[config.mk]
export PLATFORM = sky130hd
export DESIGN_NAME = wordle_engine
export DESIGN_NICKNAME = d
export VERILOG_FILES = /design/src/rtl/wordle_pkg.sv /design/src/rtl/wordle_score_unit.sv /design/src/rtl/wordle_engine.sv
export SDC_FILE = /design/constraint.sdc
export NUM_CORES = 1
export LEC_CHECK = 0
export ABC_AREA = 1
export ABC_CLOCK_PERIOD_IN_PS = 4600
export BUFFER_PORTS_ARGS = -buffer_cell sky130_fd_sc_hd__buf_2
export CAP_MARGIN = 5
export CORE_UTILIZATION = 30
export CTS_CLUSTER_SIZE = 20
export DETAILED_ROUTE_END_ITERATION = 8
export HOLD_SLACK_MARGIN = 0.1
export PLACE_DENSITY_LB_ADDON = 0.08
export REMOVE_ABC_BUFFERS = 1
export SETUP_SLACK_MARGIN = 0.15
export SLEW_MARGIN = 0
export SYNTH_ARGS = -nofsm -noshare
export SYNTH_HDL_FRONTEND = slang
export SYNTH_SLANG_ARGS = --single-unit
[constraint.sdc]
create_clock -name Clk -period 4.6 [get_ports Clk]
set_input_delay 0.46 -clock Clk [delete_from_list [all_inputs] [get_ports Clk]]
set_output_delay 0.46 -clock Clk [all_outputs]
set_load 0.1 [all_outputs]
[src/rtl/wordle_pkg.sv]
// Shared definitions for the Wordle engine: feedback codes, state encodings
// and the helper that locates a letter inside a packed word.
package wordle_pkg;

    localparam logic [1:0] FB_GRAY   = 2'b00;
    localparam logic [1:0] FB_YELLOW = 2'b01;
    localparam logic [1:0] FB_GREEN  = 2'b10;

    typedef enum logic [1:0] {
        ST_INIT,
        ST_ENTRY,
        ST_SCORE,
        ST_DONE
    } game_state_t;

    typedef enum logic [1:0] {
        SC_IDLE,
        SC_GREEN,
        SC_YELLOW
    } score_phase_t;

    // Position 0 lives in the MSBs, so letter idx starts this many bits up.
    function automatic int letter_lsb(input int idx, input int word_len, input int letter_w);
        return (word_len - 1 - idx) * letter_w;
    endfunction

endpackage

[src/rtl/wordle_score_unit.sv]
// Two-pass sequential scorer: one letter per cycle for the green pass, then
// one letter per cycle for the duplicate-aware yellow pass.
module wordle_score_unit
    import wordle_pkg::*;
#(
    parameter int WORD_LEN = 5,
    parameter int LETTER_W = 8
) (
    input  logic                         Clk,
    input  logic                         reset,
    input  logic                         go,
    input  logic [WORD_LEN*LETTER_W-1:0] guess,
    input  logic [WORD_LEN*LETTER_W-1:0] secret,
    output logic [2*WORD_LEN-1:0]        fb,
    output logic                         done
);

    localparam int IDX_W = (WORD_LEN > 1) ? $clog2(WORD_LEN) : 1;
    localparam logic [IDX_W-1:0] LAST_IDX = IDX_W'(WORD_LEN - 1);

    logic [LETTER_W-1:0]   guess_let  [WORD_LEN];
    logic [LETTER_W-1:0]   secret_let [WORD_LEN];
    score_phase_t          phase_reg;
    logic [IDX_W-1:0]      idx_reg;
    logic [WORD_LEN-1:0]   green_reg;
    logic [WORD_LEN-1:0]   used_reg;
    logic [WORD_LEN-1:0]   yellow_reg;
    logic [WORD_LEN-1:0]   yellow_next;
    logic [WORD_LEN-1:0]   cand;
    logic [WORD_LEN-1:0]   take;
    logic [2*WORD_LEN-1:0] fb_next;
    logic [2*WORD_LEN-1:0] fb_reg;
    logic                  done_reg;
    logic                  found;
    logic                  cur_green;
    logic                  cur_match;
    logic [LETTER_W-1:0]   cur_letter;

    generate
        for (genvar gi = 0; gi < WORD_LEN; gi++) begin : g_slot
            assign guess_let[gi]  = guess[letter_lsb(gi, WORD_LEN, LETTER_W) +: LETTER_W];
            assign secret_let[gi] = secret[letter_lsb(gi, WORD_LEN, LETTER_W) +: LETTER_W];
            // A secret letter can still be claimed only if neither a green nor an earlier yellow took it.
            assign cand[gi] = !used_reg[gi] && !green_reg[gi] && (secret_let[gi] == cur_letter);
            assign fb_next[2*(WORD_LEN-1-gi) +: 2] = green_reg[gi]   ? FB_GREEN  :
                                                     yellow_next[gi] ? FB_YELLOW : FB_GRAY;
        end
    endgenerate

    assign cur_letter = guess_let[idx_reg];
    assign cur_green  = green_reg[idx_reg];
    assign cur_match  = (guess_let[idx_reg] == secret_let[idx_reg]);

    always_comb begin
        take        = '0;
        found       = 1'b0;
        yellow_next = yellow_reg;
        if (phase_reg == SC_YELLOW && !cur_green) begin
            for (int j = 0; j < WORD_LEN; j++) begin
                if (!found && cand[j]) begin
                    take[j] = 1'b1;
                    found   = 1'b1;
                end
            end
        end
        if (phase_reg == SC_YELLOW) begin
            yellow_next[idx_reg] = found;
        end
    end

    always_ff @(posedge Clk or posedge reset) begin
        if (reset) begin
            phase_reg  <= SC_IDLE;
            idx_reg    <= '0;
            green_reg  <= '0;
            used_reg   <= '0;
            yellow_reg <= '0;
            fb_reg     <= '0;
            done_reg   <= 1'b0;
        end else begin
            done_reg <= 1'b0;
            case (phase_reg)
                SC_IDLE: begin
                    if (go) begin
                        phase_reg  <= SC_GREEN;
                        idx_reg    <= '0;
                        green_reg  <= '0;
                        used_reg   <= '0;
                        yellow_reg <= '0;
                    end
                end
                SC_GREEN: begin
                    green_reg[idx_reg] <= cur_match;
                    used_reg[idx_reg]  <= cur_match;
                    if (idx_reg == LAST_IDX) begin
                        idx_reg   <= '0;
                        phase_reg <= SC_YELLOW;
                    end else begin
                        idx_reg <= idx_reg + IDX_W'(1);
                    end
                end
                SC_YELLOW: begin
                    used_reg   <= used_reg | take;
                    yellow_reg <= yellow_next;
                    if (idx_reg == LAST_IDX) begin
                        idx_reg   <= '0;
                        phase_reg <= SC_IDLE;
                        fb_reg    <= fb_next;
                        done_reg  <= 1'b1;
                    end else begin
                        idx_reg <= idx_reg + IDX_W'(1);
                    end
                end
                default: phase_reg <= SC_IDLE;
            endcase
        end
    end

    assign fb   = fb_reg;
    assign done = done_reg;

endmodule

[src/rtl/wordle_engine.sv]
// Wordle game engine: latches the secret, gathers guess letters, hands full
// guesses to the scorer and tracks win/lose over the allowed guesses.
module wordle_engine
    import wordle_pkg::*;
#(
    parameter int WORD_LEN    = 5,
    parameter int MAX_GUESSES = 6,
    parameter int LETTER_W    = 8
) (
    input  logic                               Clk,
    input  logic                               reset,
    input  logic                               Start,
    input  logic                               Ack,
    input  logic [WORD_LEN*LETTER_W-1:0]       secret,
    input  logic [LETTER_W-1:0]                letter_in,
    input  logic                               letter_valid,
    input  logic                               backspace,
    input  logic                               submit,
    output logic                               ready,
    output logic [$clog2(WORD_LEN+1)-1:0]      letter_cnt,
    output logic [3:0]                         guess_cnt,
    output logic [WORD_LEN*LETTER_W-1:0]       guess,
    output logic [2*WORD_LEN-1:0]              fb,
    output logic                               fb_valid,
    output logic                               reject,
    output logic                               win,
    output logic                               lose,
    output logic                               q_I,
    output logic                               q_Entry,
    output logic                               q_Score,
    output logic                               q_Done
);

    localparam int CNT_W = $clog2(WORD_LEN + 1);
    localparam logic [CNT_W-1:0]      FULL_CNT  = CNT_W'(WORD_LEN);
    localparam logic [3:0]            MAX_CNT   = 4'(MAX_GUESSES);
    localparam logic [2*WORD_LEN-1:0] ALL_GREEN = {WORD_LEN{FB_GREEN}};

    game_state_t                  state_reg;
    logic [LETTER_W-1:0]          guess_mem [WORD_LEN];
    logic [WORD_LEN*LETTER_W-1:0] guess_bus;
    logic [WORD_LEN*LETTER_W-1:0] secret_reg;
    logic [CNT_W-1:0]             letter_cnt_reg;
    logic [3:0]                   guess_cnt_reg;
    logic [2*WORD_LEN-1:0]        fb_reg;
    logic                         fb_valid_reg;
    logic                         reject_reg;
    logic                         win_reg;
    logic                         lose_reg;
    logic                         guess_full;
    logic                         score_go;
    logic                         score_done;
    logic [2*WORD_LEN-1:0]        score_fb;

    generate
        for (genvar gi = 0; gi < WORD_LEN; gi++) begin : g_pack
            assign guess_bus[letter_lsb(gi, WORD_LEN, LETTER_W) +: LETTER_W] = guess_mem[gi];
        end
    endgenerate

    assign guess_full = (letter_cnt_reg == FULL_CNT);
    // The guess buffer is frozen while scoring, so the scorer reads it live.
    assign score_go   = (state_reg == ST_ENTRY) && submit && guess_full;

    wordle_score_unit #(
        .WORD_LEN (WORD_LEN),
        .LETTER_W (LETTER_W)
    ) u_score (
        .Clk    (Clk),
        .reset  (reset),
        .go     (score_go),
        .guess  (guess_bus),
        .secret (secret_reg),
        .fb     (score_fb),
        .done   (score_done)
    );

    always_ff @(posedge Clk or posedge reset) begin
        if (reset) begin
            state_reg      <= ST_INIT;
            secret_reg     <= '0;
            letter_cnt_reg <= '0;
            guess_cnt_reg  <= '0;
            fb_reg         <= '0;
            fb_valid_reg   <= 1'b0;
            reject_reg     <= 1'b0;
            win_reg        <= 1'b0;
            lose_reg       <= 1'b0;
            for (int i = 0; i < WORD_LEN; i++) guess_mem[i] <= '0;
        end else begin
            fb_valid_reg <= 1'b0;
            reject_reg   <= 1'b0;
            case (state_reg)
                ST_INIT: begin
                    if (Start) begin
                        secret_reg     <= secret;
                        letter_cnt_reg <= '0;
                        guess_cnt_reg  <= '0;
                        fb_reg         <= '0;
                        win_reg        <= 1'b0;
                        lose_reg       <= 1'b0;
                        for (int i = 0; i < WORD_LEN; i++) guess_mem[i] <= '0;
                        state_reg      <= ST_ENTRY;
                    end
                end
                ST_ENTRY: begin
                    if (submit) begin
                        if (guess_full) state_reg <= ST_SCORE;
                        else            reject_reg <= 1'b1;
                    end else if (backspace) begin
                        if (letter_cnt_reg != '0) begin
                            guess_mem[letter_cnt_reg - CNT_W'(1)] <= '0;
                            letter_cnt_reg <= letter_cnt_reg - CNT_W'(1);
                        end
                    end else if (letter_valid && !guess_full) begin
                        guess_mem[letter_cnt_reg] <= letter_in;
                        letter_cnt_reg <= letter_cnt_reg + CNT_W'(1);
                    end
                end
                ST_SCORE: begin
                    if (score_done) begin
                        fb_reg        <= score_fb;
                        fb_valid_reg  <= 1'b1;
                        guess_cnt_reg <= guess_cnt_reg + 4'd1;
                        if (score_fb == ALL_GREEN) begin
                            win_reg   <= 1'b1;
                            state_reg <= ST_DONE;
                        end else if (guess_cnt_reg + 4'd1 == MAX_CNT) begin
                            lose_reg  <= 1'b1;
                            state_reg <= ST_DONE;
                        end else begin
                            letter_cnt_reg <= '0;
                            for (int i = 0; i < WORD_LEN; i++) guess_mem[i] <= '0;
                            state_reg <= ST_ENTRY;
                        end
                    end
                end
                ST_DONE: begin
                    if (Ack) begin
                        win_reg   <= 1'b0;
                        lose_reg  <= 1'b0;
                        state_reg <= ST_INIT;
                    end
                end
                default: state_reg <= ST_INIT;
            endcase
        end
    end

    assign q_I        = (state_reg == ST_INIT);
    assign q_Entry    = (state_reg == ST_ENTRY);
    assign q_Score    = (state_reg == ST_SCORE);
    assign q_Done     = (state_reg == ST_DONE);
    assign ready      = q_Entry;
    assign letter_cnt = letter_cnt_reg;
    assign guess_cnt  = guess_cnt_reg;
    assign guess      = guess_bus;
    assign fb         = fb_reg;
    assign fb_valid   = fb_valid_reg;
    assign reject     = reject_reg;
    assign win        = win_reg;
    assign lose       = lose_reg;

endmodule

==> results of run 1 <==
## metal layers
| layer | GRT usage | share of wire |
|---|---|---|
| met5 | 0 | 0 |
| met4 | 0.0845 | 0.025 |
| met3 | 0.0288 | 0.045 |
| met2 | 0.296 | 0.45 |
| met1 | 0.262 | 0.48 |
## cells by family (layout without fill, tap and decap cells)
| group | Yosys count | in the layout |
|---|---|---|
| simple gates | 454 | 454 |
| buf+inv | 157 | 291 |
| flops | 134 | 134 |
| fa+ha+maj | 11 | 11 |
| compound gates | 183 | 183 |
| mux | 12 | 12 |
| xor+xnor | 14 | 14 |
## final timing paths
check / from / to / cells after the start
max in group asynchronous: reset / secret_reg[24] / 4
max reg2reg: u_score.idx_reg[0] / u_score.yellow_reg[0] / 11
min reg2reg: fb[5] / fb[5] / 2
max: u_score.idx_reg[0] / u_score.yellow_reg[0] / 11
min: secret[11] / secret_reg[11] / 2
min in group asynchronous: reset / reject / 3
## synth_stat cells, drive strengths merged
cell,instances
xnor2,4
o41ai,1
nor4,1
o221ai,3
nand3b,1
ha,11
mux2,12
o22ai,39
dfrtp,134
nor2,115
a32o,1
nand3,73
and2,1
xor2,10
or2,9
a22o,2
a31o,1
clkinv,4
o21ai,72
o2111ai,2
nand2,217
nor3,18
a21oi,55
o211ai,7
clkbuf,5
inv,130
nand4,18
nor3b,1
buf,18
## timing repair
| action | CTS | global route |
|---|---|---|
| buffers inserted | 0 | 0 |
| hold buffers | 1 | 0 |
| setup endpoints to repair | 0 | 0 |
| endpoints found under the hold margin | 22 | 0 |
## power groups by stage
| stage | clock network, mW | registers [mW] | logic (mW) |
|---|---|---|---|
| after CTS | 1.56 | 1.88 | 3.61 |
| after global routing | 1.60 | 1.93 | 3.93 |
| final | 1.52 | 1.87 | 3.60 |
| after detailed placement | 0 | 1.90 | 3.60 |
| after global placement | 0 | 1.90 | 3.61 |
| after floorplan | 0 | 2.38 | 2.11 |
## final cells by class
cell class | instances | share of cell area
multi-input cells | 674 | 0.391
inverters | 134 | 0.0561
well taps | 324 | 0.0444
clock inverters | 13 | 0.0223
clock buffers | 19 | 0.0485
flip-flops and latches | 134 | 0.367
repair buffers | 125 | 0.0702
==> metrics.md, run 1 <==
| Metric | Value |
|---|---|
| Starting Density | `0.309` |
| Maximum clock path buffer count | `2` |
| Switching Fraction | `0.518` |
| Part of the Yosys area used for sequential elements | `0.441` |
| Diode count | `0` |
| TritonCTS clock tree | `done` |
| Via count | `around 7000` |
| Setup TNS | `0 ps` |
| Clock Power Share | `0.217` |
| Proportion of synthesized area in mux cells | `0.0178` |
| Xor/xnor share of the synthesized area | `0.0161` |
| Critical path's largest stage delay | `roughly 830 ps` |
| Pre-CTS setup slack | `between 1000 and 1500 ps` |
| Overall routed net length | `~24 mm` |
| DRC violations left | `0` |
| Iter 0 DRT Violations | `~500` |
| Seq cells post-synth | `approximately 130` |
| Internal power | `3.37 mW` |
| Final HPWL DP | `18.1 mm` |
| Register area | `3350 um^2` |
| Multi-input combinational cell area | `roughly 3600 um^2` |
| F_max | `between 200 and 300 MHz` |
| CP Buf/Inv Count | `1` |
| Mapped Cells | `965` |
| Vias in the first global route | `6787` |
| Synth Area in Adders | `0.0181` |
| Hold crit path type | `input port to flop` |
| First-pass GRT wire length | `38.0 mm` |
| Mapped Avg Cell Area | `7.87 um^2` |
| Placeable Area | `roughly 25000 um^2` |
| Worst slew pin tran | `about 1200 ps` |
| WP data required | `~5000 ps` |
| Max H-tree Level | `4` |
| Cell taking the most area after synthesis | `dfrtp_1` |
| DRT antenna net count | `0` |
| Die width | `between 150 and 200 um` |
| Most common cell after layout, fill and taps aside | `nand2_1` |
| Max_cap viols | `0` |
| Post-Synth Simple-Gate Area | `0.278` |
| Worst slew margin | `0.203` |
| Routed WL per cell | `~17 um` |
| Largest net degree at the start of global routing | `60` |
| Synthesized area | `roughly 7600 um^2` |
| Worst-Skew Late Latency | `between 400 and 500 ps` |
| CP Max Fanout | `29` |
| Finished Layout Cells | `between 1000 and 1500` |
| WP data arrival | `approximately 3800 ps` |
| RePlAce Congestion | `just under 0.9` |
| Tcrit/Tclk final | `0.748` |
| Ports | `between 100 and 150` |
| Area Overhead vs Synth | `20.1%` |
| RSZ-0062 raised after global routing | `no` |
| Row cnt | `57` |
| Worst-path cell chain | `inv_4 > nand3_2 > o21ai_1 > nor2_4 > xor2_1 > nand4_1 > nor3b_1 > nand2_1 > nand3_1 > nand3_1 > nand2_1` |
| Fill cells | `between 2000 and 3000` |
| Power Density | `766 nW/um^2` |
| Fin. Hold Viols | `0` |
| Synth warn | `0` |
| Largest family of logic cells by synthesized area | `simple AND/OR/NAND/NOR gates` |
| Fin Hold WS | `263 ps` |
| Commonest non-fill, non-tap cells in the layout | `nand2_1, dfrtp_1, buf_2` |
| Family with the most delay on the worst path | `simple AND/OR/NAND/NOR gates` |
| Antenna violations before repair | `0` |
| Max Slew Vio Count | `0` |
| Final setup margin | `1160 ps` |
| Leak pwr | `~4.6 nW` |
| Core Util, Final | `0.371` |
| Clock Pin Slew Worst Setup and Hold Paths | `60 ps` |
| Comb pwr share | `0.515` |
| Startpoint types | `flop` |
| Aggregate global-route resource usage | `0.190` |
| Fin area | `about 9100 um^2` |
| Overall Power | `roughly 7.0 mW` |
| Switching pwr | `approximately 3.6 mW` |
| Critical Path Slowest Stage Cell | `dfrtp_1` |
| Setup crit end kind | `flop` |
| Synth Area in Compound Gates | `0.140` |
| Layout cells sized above 1 | `0.213` |
| Crit Path Category | `flop to flop` |
| Grt ovf | `0` |
| Dpl cell area | `8470 um^2` |
| Maximum VDD drop | `around 0.34 mV` |
| Tmin final | `between 3000 and 4000 ps` |
| Port buffer count | `120` |
| Reg2reg setup slack | `1160 ps` |
| Flop pwr share | `0.268` |
| Post-synth top area share | `0.441` |
| Area contributors post-synth | `dfrtp_1, nand2_1, inv_1, nor2_1, nand3_1` |
| Die area | `26000 um^2` |
| Clock sinks | `134` |
| Final Skew | `roughly 10 ps` |
| Status | `finished clean` |
| Cts repair resizes | `0` |
| Setup-failing EPs final | `0` |
| Die height | `around 160 um` |
| Cell total after placement | `roughly 1400` |
| TritonRoute pass-1 iters | `5` |
| Final net count | `around 1200` |
| CTS buffer count | `17` |
| Clk root buf | `clkbuf_16` |
| Netlist cell types | `46` |
| Avg Vias per Cell | `slightly below 5` |
Power figures use the tool's default switching activity.
==> run 2, diff against run 1 <==
--- a/config.mk
+++ b/config.mk
@@ -6,7 +6,7 @@
 export NUM_CORES = 1
 export LEC_CHECK = 0
 export ABC_AREA = 1
-export ABC_CLOCK_PERIOD_IN_PS = 4600
+export ABC_CLOCK_PERIOD_IN_PS = 3350
 export BUFFER_PORTS_ARGS = -buffer_cell sky130_fd_sc_hd__buf_2
 export CAP_MARGIN = 5
 export CORE_UTILIZATION = 30
==> constraint.sdc (replaced) <==
create_clock -name Clk -period 3.35 [get_ports Clk]
set_input_delay 0.335 -clock Clk [delete_from_list [all_inputs] [get_ports Clk]]
set_output_delay 0.335 -clock Clk [all_outputs]
set_load 0.1 [all_outputs]
==> run 2 against run 1 <==
Total power up 38%; largest power group unchanged; non-clock buffer count up 8; clock skew down 2.1 ps; sequential power up 34%; die area unchanged; wire length down 0.39%; global-route usage about the same; critical path depth unchanged; fmax up 21%; largest cell class unchanged; clock power up 39%.
==> metrics.md, run 2 (synthesis results as in run 1) <==
| Metric | Value |
|---|---|
| Ports | `121 (unchanged)` |
| RePlAce Congestion | `0.848 (was 0.876)` |
| Row cnt | `57 (unchanged)` |
| CP Max Fanout | `11 (was 29)` |
| Routed WL per cell | `16.8 um (was 16.9 um)` |
| DRC violations left | `0 (unchanged)` |
| Most common cell after layout, fill and taps aside | `nand2_1 (unchanged)` |
| WP data arrival | `3190 ps (was 3800 ps)` |
| Die height | `161 um (unchanged)` |
| Iter 0 DRT Violations | `476 (was 486)` |
| Vias in the first global route | `6735 (was 6787)` |
| Max H-tree Level | `4 (unchanged)` |
| Tcrit/Tclk final | `0.846 (was 0.748)` |
| Setup-failing EPs final | `0 (unchanged)` |
| Finished Layout Cells | `1430 (was 1423)` |
| Maximum clock path buffer count | `2 (unchanged)` |
| Final net count | `1160 (was 1152)` |
| F_max | `353 MHz (was 291 MHz)` |
| Clk root buf | `clkbuf_16 (unchanged)` |
| Starting Density | `0.309 (unchanged)` |
| CP Buf/Inv Count | `1 (unchanged)` |
| Final setup margin | `516 ps (was 1160 ps)` |
| CTS buffer count | `17 (unchanged)` |
| Leak pwr | `4.62 nW (was 4.58 nW)` |
| Fin area | `9200 um^2 (was 9130 um^2)` |
| Worst-path cell chain | `buf_4 > nand3_2 > o21ai_1 > nor2_4 > xor2_1 > nand4_1 > nor3b_1 > nand2_1 > nand3_1 > nand3_1 > nand2_1 (was inv_4 > nand3_2 > o21ai_1 > nor2_4 > xor2_1 > nand4_1 > nor3b_1 > nand2_1 > nand3_1 > nand3_1 > nand2_1)` |
| Startpoint types | `flop (unchanged)` |
| Worst slew pin tran | `771 ps (was 1200 ps)` |
| Setup TNS | `0 ps (unchanged)` |
| Hold crit path type | `input port to flop (unchanged)` |
| Worst slew margin | `0.486 (was 0.203)` |
| Fin. Hold Viols | `0 (unchanged)` |
| Clock Pin Slew Worst Setup and Hold Paths | `60 ps (about the same)` |
| Cts repair resizes | `0 (unchanged)` |
| Via count | `6906 (was 6912)` |
| Pre-CTS setup slack | `642 ps (was 1220 ps)` |
| Final HPWL DP | `18.1 mm (about the same)` |
| Final Skew | `8.19 ps (was 10.3 ps)` |
| Fin Hold WS | `136 ps (was 263 ps)` |
| Placeable Area | `24600 um^2 (unchanged)` |
| Critical path's largest stage delay | `580 ps (was 830 ps)` |
| Largest net degree at the start of global routing | `69 (was 60)` |
| Diode count | `0 (unchanged)` |
| Family with the most delay on the worst path | `simple AND/OR/NAND/NOR gates (unchanged)` |
| Cell total after placement | `1398 (was 1390)` |
| Clock sinks | `134 (unchanged)` |
| Layout cells sized above 1 | `0.219 (was 0.213)` |
| Antenna violations before repair | `0 (unchanged)` |
| First-pass GRT wire length | `38.3 mm (was 38.0 mm)` |
| Overall routed net length | `24.0 mm (was 24.1 mm)` |
| DRT antenna net count | `0 (unchanged)` |
| Aggregate global-route resource usage | `0.191 (was 0.190)` |
| RSZ-0062 raised after global routing | `no (unchanged)` |
| Port buffer count | `120 (unchanged)` |
| Power Density | `1050 nW/um^2 (was 766 nW/um^2)` |
| Max Slew Vio Count | `0 (unchanged)` |
| Grt ovf | `0 (unchanged)` |
| Maximum VDD drop | `0.493 mV (was 0.344 mV)` |
| Hold Buf Count CTS | `1 (unchanged)` |
| Die width | `161 um (unchanged)` |
| WP data required | `3710 ps (was 4960 ps)` |
| Max_cap viols | `0 (unchanged)` |
| Critical Path Slowest Stage Cell | `dfrtp_1 (unchanged)` |
| Tmin final | `2830 ps (was 3440 ps)` |
| Dpl cell area | `8540 um^2 (was 8470 um^2)` |
| Commonest non-fill, non-tap cells in the layout | `nand2_1, dfrtp_1, buf_2 (unchanged)` |
| Setup Fix Bufs, Post-CTS | `0 (unchanged)` |
| Area Overhead vs Synth | `21.1% (was 20.1%)` |
| Worst-Skew Late Latency | `430 ps (about the same)` |
| Overall Power | `9.65 mW (was 7.00 mW)` |
| Status | `finished clean (unchanged)` |
| Crit Path Category | `flop to flop (unchanged)` |
| Core Util, Final | `0.374 (was 0.371)` |
| TritonRoute pass-1 iters | `5 (unchanged)` |
| TritonCTS clock tree | `done (unchanged)` |
| Setup crit end kind | `flop (unchanged)` |
| Avg Vias per Cell | `4.83 (was 4.86)` |
| Die area | `26000 um^2 (unchanged)` |
[run 2: changes by cell type in the layout (fill, tap and decap cells not counted)]
| cell | change |
|---|---|
| inv_6 | +2 |
| clkbuf_8 | -1 |
| clkinv_2 | -3 |
| buf_12 | +1 |
| clkinv_4 | +2 |
| buf_4 | +7 |
| clkbuf_1 | -1 |
[run 2: worst paths after layout]
path	from	end	slack, ps	cells past startpoint
min reg2reg	fb[5]	fb[5]	480	2
min	secret[16]	secret_reg[16]	140	2
max in group asynchronous	reset	u_score.fb[9]	2060	4
min in group asynchronous	reset	u_score.phase_reg[0]	520	3
max	u_score.idx_reg[1]	u_score.yellow_reg[2]	520	11
max reg2reg	u_score.idx_reg[1]	u_score.yellow_reg[2]	520	11
[run 2: final cells by class]
cell class / count / area, um^2
flip-flops and latches: 134 / 3350
multi-input cells: 674 / 3570
clock inverters: 14 / 224
well taps: 324 / 405
fillers: 2650 / 15400
repair buffers: 133 / 713
inverters: 134 / 512
clock buffers: 17 / 425
[run 2: per-layer routing]
layer  up-vias  wire, um  global-route usage
li1       3445         -                   -
met5         -         0                   0
met1      3285     11700               0.272
met4         0       234              0.0459
met2       162     11200               0.302
met3        14       879              0.0295
[run 2: report_power, final]
group          total (mW)  internal (mW)  leakage (nW)  switching [mW]
clock                2.12           1.33         0.314           0.792
sequential           2.50           2.06          1.73           0.436
combinational        5.03           1.28          2.58            3.75
total                9.65           4.67          4.62            4.98
[run 2: worst reg2reg max path: stages, from the launching register on]
cell and delay (ps):
dfrtp_1 580, buf_4 280, nand3_2 160, o21ai_1 300, nor2_4 110, xor2_1 320, nand4_1 150, nor3b_1 300
nand2_1 240, nand3_1 170, nand3_1 80, nand2_1 80
